$ cat src/rtl/vga_timing_pkg.sv
// vga_timing_pkg
// Shared timing constants for the invaders VGA display path.
// Holds the default 640x480@60 timing figures, the derived line/frame
// totals, the sync-window boundaries, and a small helper that tests
// whether a 10-bit counter value lies inside a half-open window.
// No ports: this is a package imported by vga_sync_gen and pixel_tick_gen.
package vga_timing_pkg;

    // Default pixel clock divider and timing figures
    localparam int DEF_CLK_DIV   = 2;

    localparam int DEF_H_VISIBLE = 640;
    localparam int DEF_H_FRONT   = 16;
    localparam int DEF_H_SYNC    = 96;
    localparam int DEF_H_BACK    = 48;

    localparam int DEF_V_VISIBLE = 480;
    localparam int DEF_V_FRONT   = 10;
    localparam int DEF_V_SYNC    = 2;
    localparam int DEF_V_BACK    = 33;

    // Derived totals; both must stay at or below 1024 for the 10-bit counters
    localparam int DEF_H_TOTAL = DEF_H_VISIBLE + DEF_H_FRONT + DEF_H_SYNC + DEF_H_BACK;
    localparam int DEF_V_TOTAL = DEF_V_VISIBLE + DEF_V_FRONT + DEF_V_SYNC + DEF_V_BACK;

    // Sync windows are [start, end) in pixels or lines
    localparam int DEF_H_SYNC_START = DEF_H_VISIBLE + DEF_H_FRONT;
    localparam int DEF_H_SYNC_END   = DEF_H_SYNC_START + DEF_H_SYNC;
    localparam int DEF_V_SYNC_START = DEF_V_VISIBLE + DEF_V_FRONT;
    localparam int DEF_V_SYNC_END   = DEF_V_SYNC_START + DEF_V_SYNC;

    // True when lo <= pos < hi; pos is widened to 11 bits so the window
    // bounds can reach 1024 without wrapping.
    function automatic logic inWindow(input logic [9:0]  pos,
                                      input logic [10:0] lo,
                                      input logic [10:0] hi);
        return ({1'b0, pos} >= lo) && ({1'b0, pos} < hi);
    endfunction

endpackage

$ cat src/rtl/pixel_tick_gen.sv
// pixel_tick_gen
// Divides the system clock down to a one-cycle pixel-rate enable.
// Ports:
//   Clk      in  system clock
//   Reset_n  in  asynchronous active-low reset
//   PixelEn  out one-Clk pulse every CLK_DIV cycles (constant 1 when CLK_DIV=1)
module pixel_tick_gen
    import vga_timing_pkg::*;
#(
    parameter int CLK_DIV = DEF_CLK_DIV
) (
    input  logic Clk,
    input  logic Reset_n,
    output logic PixelEn
);

    // A one-bit counter is kept even for CLK_DIV=1 so the logic stays legal;
    // it then sits at zero and the enable is permanently asserted.
    localparam int              DIV_W    = (CLK_DIV > 1) ? $clog2(CLK_DIV) : 1;
    localparam logic [DIV_W-1:0] DIV_LAST = DIV_W'(CLK_DIV - 1);

    logic [DIV_W-1:0] div;

    // Free-running divider; the enable is registered from the terminal count
    // so the first pulse lands CLK_DIV edges after reset release.
    always_ff @(posedge Clk or negedge Reset_n) begin
        if (!Reset_n) begin
            div     <= '0;
            PixelEn <= 1'b0;
        end else begin
            PixelEn <= (div == DIV_LAST);
            if (div == DIV_LAST) begin
                div <= '0;
            end else begin
                div <= div + DIV_W'(1);
            end
        end
    end

endmodule

$ cat src/rtl/vga_sync_gen.sv
// vga_sync_gen
// VGA timing generator and registered pixel output stage.
// Ports:
//   Clk, Reset_n               clock, asynchronous active-low reset
//   R, G, B                    drawer colour for the current CounterX/CounterY
//   CounterX, CounterY         current pixel column / line
//   inDisplayArea              combinational visible-area flag
//   PixelEn                    one-Clk pulse per pixel period
//   vga_h_sync, vga_v_sync     registered active-low syncs
//   vga_r, vga_g, vga_b        registered, blanked colour
//   FrameTick                  one-Clk pulse on entry to vertical blanking
module vga_sync_gen
    import vga_timing_pkg::*;
#(
    parameter int CLK_DIV   = DEF_CLK_DIV,
    parameter int H_VISIBLE = DEF_H_VISIBLE,
    parameter int H_FRONT   = DEF_H_FRONT,
    parameter int H_SYNC    = DEF_H_SYNC,
    parameter int H_BACK    = DEF_H_BACK,
    parameter int V_VISIBLE = DEF_V_VISIBLE,
    parameter int V_FRONT   = DEF_V_FRONT,
    parameter int V_SYNC    = DEF_V_SYNC,
    parameter int V_BACK    = DEF_V_BACK
) (
    input  logic       Clk,
    input  logic       Reset_n,
    input  logic       R,
    input  logic       G,
    input  logic       B,
    output logic [9:0] CounterX,
    output logic [9:0] CounterY,
    output logic       inDisplayArea,
    output logic       PixelEn,
    output logic       vga_h_sync,
    output logic       vga_v_sync,
    output logic       vga_r,
    output logic       vga_g,
    output logic       vga_b,
    output logic       FrameTick
);

    localparam int H_TOTAL = H_VISIBLE + H_FRONT + H_SYNC + H_BACK;
    localparam int V_TOTAL = V_VISIBLE + V_FRONT + V_SYNC + V_BACK;

    // All comparison constants are 11 bits wide so a 1024 total cannot wrap
    localparam logic [10:0] H_LAST    = 11'(H_TOTAL - 1);
    localparam logic [10:0] V_LAST    = 11'(V_TOTAL - 1);
    localparam logic [10:0] H_VIS     = 11'(H_VISIBLE);
    localparam logic [10:0] V_VIS     = 11'(V_VISIBLE);
    localparam logic [10:0] V_TICK    = 11'(V_VISIBLE - 1);
    localparam logic [10:0] HS_START  = 11'(H_VISIBLE + H_FRONT);
    localparam logic [10:0] HS_END    = 11'(H_VISIBLE + H_FRONT + H_SYNC);
    localparam logic [10:0] VS_START  = 11'(V_VISIBLE + V_FRONT);
    localparam logic [10:0] VS_END    = 11'(V_VISIBLE + V_FRONT + V_SYNC);

    logic [10:0] xWide;
    logic [10:0] yWide;
    logic        xAtEnd;
    logic        yAtEnd;

    pixel_tick_gen #(
        .CLK_DIV (CLK_DIV)
    ) uTick (
        .Clk     (Clk),
        .Reset_n (Reset_n),
        .PixelEn (PixelEn)
    );

    assign xWide         = {1'b0, CounterX};
    assign yWide         = {1'b0, CounterY};
    assign xAtEnd        = (xWide == H_LAST);
    assign yAtEnd        = (yWide == V_LAST);
    assign inDisplayArea = (xWide < H_VIS) && (yWide < V_VIS);

    // Raster counters: X steps every pixel, Y steps on the X wrap, and the
    // last pixel of the last line returns both to (0,0) on the same edge.
    always_ff @(posedge Clk or negedge Reset_n) begin
        if (!Reset_n) begin
            CounterX <= '0;
            CounterY <= '0;
        end else if (PixelEn) begin
            if (xAtEnd) begin
                CounterX <= '0;
                if (yAtEnd) begin
                    CounterY <= '0;
                end else begin
                    CounterY <= CounterY + 10'd1;
                end
            end else begin
                CounterX <= CounterX + 10'd1;
            end
        end
    end

    // Output stage samples the pre-update counters, so colour and sync both
    // describe the same pixel and appear one pixel period after it.
    always_ff @(posedge Clk or negedge Reset_n) begin
        if (!Reset_n) begin
            vga_r      <= 1'b0;
            vga_g      <= 1'b0;
            vga_b      <= 1'b0;
            vga_h_sync <= 1'b1;
            vga_v_sync <= 1'b1;
        end else if (PixelEn) begin
            vga_r      <= R & inDisplayArea;
            vga_g      <= G & inDisplayArea;
            vga_b      <= B & inDisplayArea;
            vga_h_sync <= ~inWindow(CounterX, HS_START, HS_END);
            vga_v_sync <= ~inWindow(CounterY, VS_START, VS_END);
        end
    end

    // Frame tick fires for the single cycle after the raster steps from the
    // last visible pixel into the first blanking line.
    always_ff @(posedge Clk or negedge Reset_n) begin
        if (!Reset_n) begin
            FrameTick <= 1'b0;
        end else begin
            FrameTick <= PixelEn && xAtEnd && (yWide == V_TICK);
        end
    end

endmodule

$ cat config.mk
export PLATFORM = sky130hd
export DESIGN_NAME = vga_sync_gen
export DESIGN_NICKNAME = d
export VERILOG_FILES = /design/src/rtl/vga_timing_pkg.sv /design/src/rtl/pixel_tick_gen.sv /design/src/rtl/vga_sync_gen.sv
export SDC_FILE = /design/constraint.sdc
export NUM_CORES = 1
export LEC_CHECK = 0
export CORE_AREA = 2 2 70 72
export CTS_CLUSTER_SIZE = 20
export DETAILED_ROUTE_END_ITERATION = 8
export DIE_AREA = 0 0 72 74
export DONT_BUFFER_PORTS = 1
export MAX_ROUTING_LAYER = met4
export PLACE_DENSITY = 0.43
export SYNTH_ARGS = -nofsm -noshare
export SYNTH_HDL_FRONTEND = slang
export SYNTH_HIERARCHICAL = 1
export SYNTH_SLANG_ARGS = --single-unit
$ cat constraint.sdc
create_clock -name Clk -period 3 [get_ports Clk]
set_input_delay 0.6 -clock Clk [delete_from_list [all_inputs] [get_ports Clk]]
set_output_delay 0.6 -clock Clk [all_outputs]
set_load 0.1 [all_outputs]
# Word-level counts from Yosys, hierarchy flattened
# Cells that the tools add are included.
# W data, S select, Z words.
# op_classes
eq_ne	3
reduce_logical	6
n_bitwise	5
order_cmp	6
muxes	3
addsub	3
# op_table
operator	n
$add A10 B1 Y10 const B	2
$eq A10 B10 Y1 const B	2
$lt A10 B10 Y1 const B	2
$lt A10 B9 Y1 const B	2
$mux W10	2
$eq A10 B9 Y1 const B	1
$ge A10 B10 Y1 const B	1
$ge A10 B9 Y1 const B	1
$logic_and A1 B1 Y1	5
$and A1 B1 Y1	3
$not A1 Y1	2
$reduce_and A2 Y1	1
$add A1 B1 Y1 const B	1
$mux W1	1
# totals
out_inout_bits	28
elab_cells	36
inputBits	5
ff_bits	28

# Logic depth before layout (Yosys ltp)
# depth
ltp_word	3
ltp_mapped	6
depth_no_buf	6

# Hierarchy
# Netlist, hierarchy kept.
# by_module_without_submodules
module	seq_area_each_um2	cells_each	area_each_um2	n_inst
vga_sync_gen	653.1	137	1345.0	1
pixel_tick_gen	50.0	3	53.8	1

# Worst setup path after synthesis
# Ideal clock, no wire load.
# synth_timing
path_kind	reg2out
start	reg CounterY[5]
end	out inDisplayArea
t_arrival_ps	1952
t_required_ps	2400
slack_ps	448
path_stages_with_launch	5
n_path_buf	1
cell_sequence	dfrtp_1 > clkbuf_1 > nand4_1 > nand3b_1 > inv_1
# synth_via
elab_chain_len	2
# synth_rtl
item	line	rtl
from (decl)	vga_sync_gen.sv:31	output logic [9:0] CounterY,
from (signal assigned)	vga_sync_gen.sv:87	CounterY <= CounterY + 10'd1;
$lt A10 B9 Y1	vga_sync_gen.sv:73	assign inDisplayArea = (xWide < H_VIS) && (yWide < V_VIS);
$logic_and A1 B1 Y1	vga_sync_gen.sv:73	
to (decl)	vga_sync_gen.sv:32	output logic inDisplayArea,
# Every way passes these cells.

# Final worst setup path
# Same ends and word-level chain as after synthesis.

==> results by group <==
Critical path
  – Crit path kind: flip-flop to primary output
  – Worst EP arrival: 1.64 ns
  – Crit Path Max Fanout: 8
  – Worst Path Required: 2.40 ns
  – Setup crit start kind: flip-flop
  – CP Capture Type: primary output
  – Worst setup startpoint: CounterY[5]
  – Critical R2R Launch: uTick/PixelEn

Clock tree
  – H-tree depth: 1
  – Clock slew at reported path FFs: 0.10 ns
  – Clk_lat worst skew: 0.28 ns
  – Root Buffer: clkbuf_8
  – Deepest clock path buffer count: 2
  – Clock Sinks: 28
  – CTS Buf Count: 3
  – Post-CTS Resized: 0
  – Postcts setup bufs: 0
  – CTS tree: done

STA
  – RSZ-0062 raised after global routing: no
  – Fin crit share: 74.7%
  – Slew margin rel.: 38.9%
  – Clk_skew: 0.00408 ns
  – Tmin final: 2.24 ns
  – Setup TNS: 0 ns
  – Final setup violating endpoints: 0
  – Pins Over Slew Limit: 0
  – Achievable frequency: 446 MHz
  – Worst-Margin Slew: 0.913 ns
  – Final hold vios: 0

Floorplanning
  – Initial Util: 30.4%
  – Full die area: 5330 µm²
  – Die X: 72 µm
  – Die H: 74 µm
  – Core area: 4600 µm²
  – FP Rows: 25
  – IO Pins: 33

Layout
  – Layout net count: 175
  – Layout area overhead: 20.9%
  – Finished Cell Area: 1690 µm²
  – Fraction of final layout cells sized beyond drive strength 1: 21.2%
  – Ant. Diodes: 0
  – Final Core Density: 36.8%
  – Filler instances: 458

Hold path
  – Worst Hold Class: input port to async pin

Route
  – Total number of vias: 1123
  – Drt wl/cell: 15.7 µm
  – Routed wire length: 3430 µm
  – DRC viols: 0
  – Post-DRT Antenna Nets: 0
  – Initial drt markers: 37
  – First-pass iteration count of the detailed router: 4
  – Via/cell ratio: 5.13

Synthesis
  – Synth Area in Compound Gates: 8.68%
  – Mapped Area: 1400 µm²
  – Post-Synth Simple-Gate Area: 25.8%
  – Async SR Flop Fraction: 100%
  – Syn_area_per_cell: 9.99 µm²
  – Syn_nets: 149
  – XOR/XNOR Fraction of Synth Area: 5.64%
  – Yosys cell types: 37
  – EDFF count, synth: 0
  – Largest family of logic cells by synthesized area: simple AND/OR/NAND/NOR gates
  – Most frequent cell after synthesis: dfrtp_1
  – Ys flop type: dfrtp_1
  – Synth area leaders: dfrtp_1, nand3_1, dfstp_2, nand2_1, xnor2_1
  – Post-Synth Adder-Cell Area: 3.58%
  – Synthesis-stage register bit count: 28
  – Post-Syn Instances: 140
  – Sequential share of the synthesized area: 50.3%
  – Synth area leader: dfrtp_1
  – Area share of the largest cell type after synthesis: 46.5%
  – Multiplexer share of the synthesized area: 1.52%
  – Yosys warns: 6
  – Post-synth top cells: dfrtp_1, nand2_1, inv_1, nand3_1, nor2_1

Global route
  – Congestion Overflow GR: 0
  – Vias in the first global route: 1214
  – First-pass GRT wire length: 5890 µm
  – GR Util All Layers: 14.8%
  – Initial antenna violation count: 0
  – Largest net degree at the start of global routing: 19

Place
  – Post-DP HPWL: 2460 µm
  – Placed Area: 1620 µm²
  – GPL Wtd Cong: 0.870
  – Buffers added on ports: 0

Job
  – Max-Cap Viols: 0

Power and ir drop
  – PwrDens: 383 nW/µm²
  – Power consumption: 0.647 mW
  – Lkg Pwr: 0.794 nW
  – Maximum vdd drop: 0.227 mV

Outcome
  – Outcome: finished clean
logic make-up after synthesis:
logic type               Yosys count
multiplexers                       2
AND/OR/NAND/NOR                   62
XOR/XNOR                           9
buffers and inverters             15
adder cells (fa/ha/maj)            4
flip-flops                        28
AO/OA/AOI/OAI                     20
power by group:
group	total [mW]	internal [mW]	switching (mW)
Sequential	0.396	0.379	0.0170
Clock	0.240	0.118	0.122
Combinational	0.0114	0.00298	0.00837
Total	0.647	0.500	0.148
through the flow:
stage	hold slack, ns	worst slack [ns]	instances
floorplan	0.304	0.448	140
global placement	0.305	1.09	213
detailed placement	0.305	1.07	213
CTS	0.144	0.747	219
global route	0.125	0.663	219
finish	0.151	0.758	219
repair_timing:
item	4_1_cts	5_1_grt
setup endpoints to repair	0	0
hold buffers	2	0
hold endpoints to repair	18	0
layout make-up:
cell class	instances	area, µm²	area share (%)
multi-input combinational	97	632	37.4
tap	54	67.6	3.99
sequential	28	703	41.6
inverter	11	41.3	2.44
timing repair buffer	25	193	11.4
clock buffer	4	55.1	3.25
critical path, stage by stage, from the launching register on:
cell      delay (ns)
dfrtp_1         0.33
buf_4           0.33
nand4_1         0.21
nand3b_1        0.21
inv_1           0.06
buf_4           0.23
sequential cells by signal, summed over array words and instances (netlist names):
name	cells
vga_g	1
uTick/PixelEn	1
vga_b	1
FrameTick	1
vga_h_sync	1
CounterX	10
vga_v_sync	1
uTick/div	1
CounterY	10
vga_r	1
routing by layer:
layer  track usage [%]  share of wire (%)  vias to the layer above
li1                  -                  -                      540
met1              18.8                 48                      544
met2              23.1                 45                       33
met3              4.20                5.5                        6
met4              4.61                1.5                        0
met5                 -                  0                        -
worst paths after layout:
path,endpoint,slack (ns),depth (start not counted)
max,inDisplayArea,0.76,5
min,vga_h_sync,0.15,0
max reg2reg,CounterX[8],1.11,4
min reg2reg,uTick/PixelEn,0.39,0
max in group asynchronous,CounterX[3],1.55,1
min in group Clk,uTick/PixelEn,0.39,0
layout by cell type (no fill, tap or decap), types with 2 or more instances in the layout:
master	Yosys	layout
a21oi_1	3	3
a31oi_1	2	2
and3_1	2	2
and4_1	2	2
buf_4	0	23
clkbuf_8	0	4
dfrtp_1	26	26
dfstp_2	2	2
dlygate4sd3_1	0	2
ha_1	4	4
inv_1	11	11
nand2_1	14	14
nand3_1	11	11
nand3b_1	2	2
nand4_1	5	5
nor2_1	8	8
nor3_1	6	6
o21ai_0	7	7
o22ai_1	4	4
or2_2	2	2
xnor2_1	6	6
xor2_1	3	3
Power figures use the tool's default switching activity.
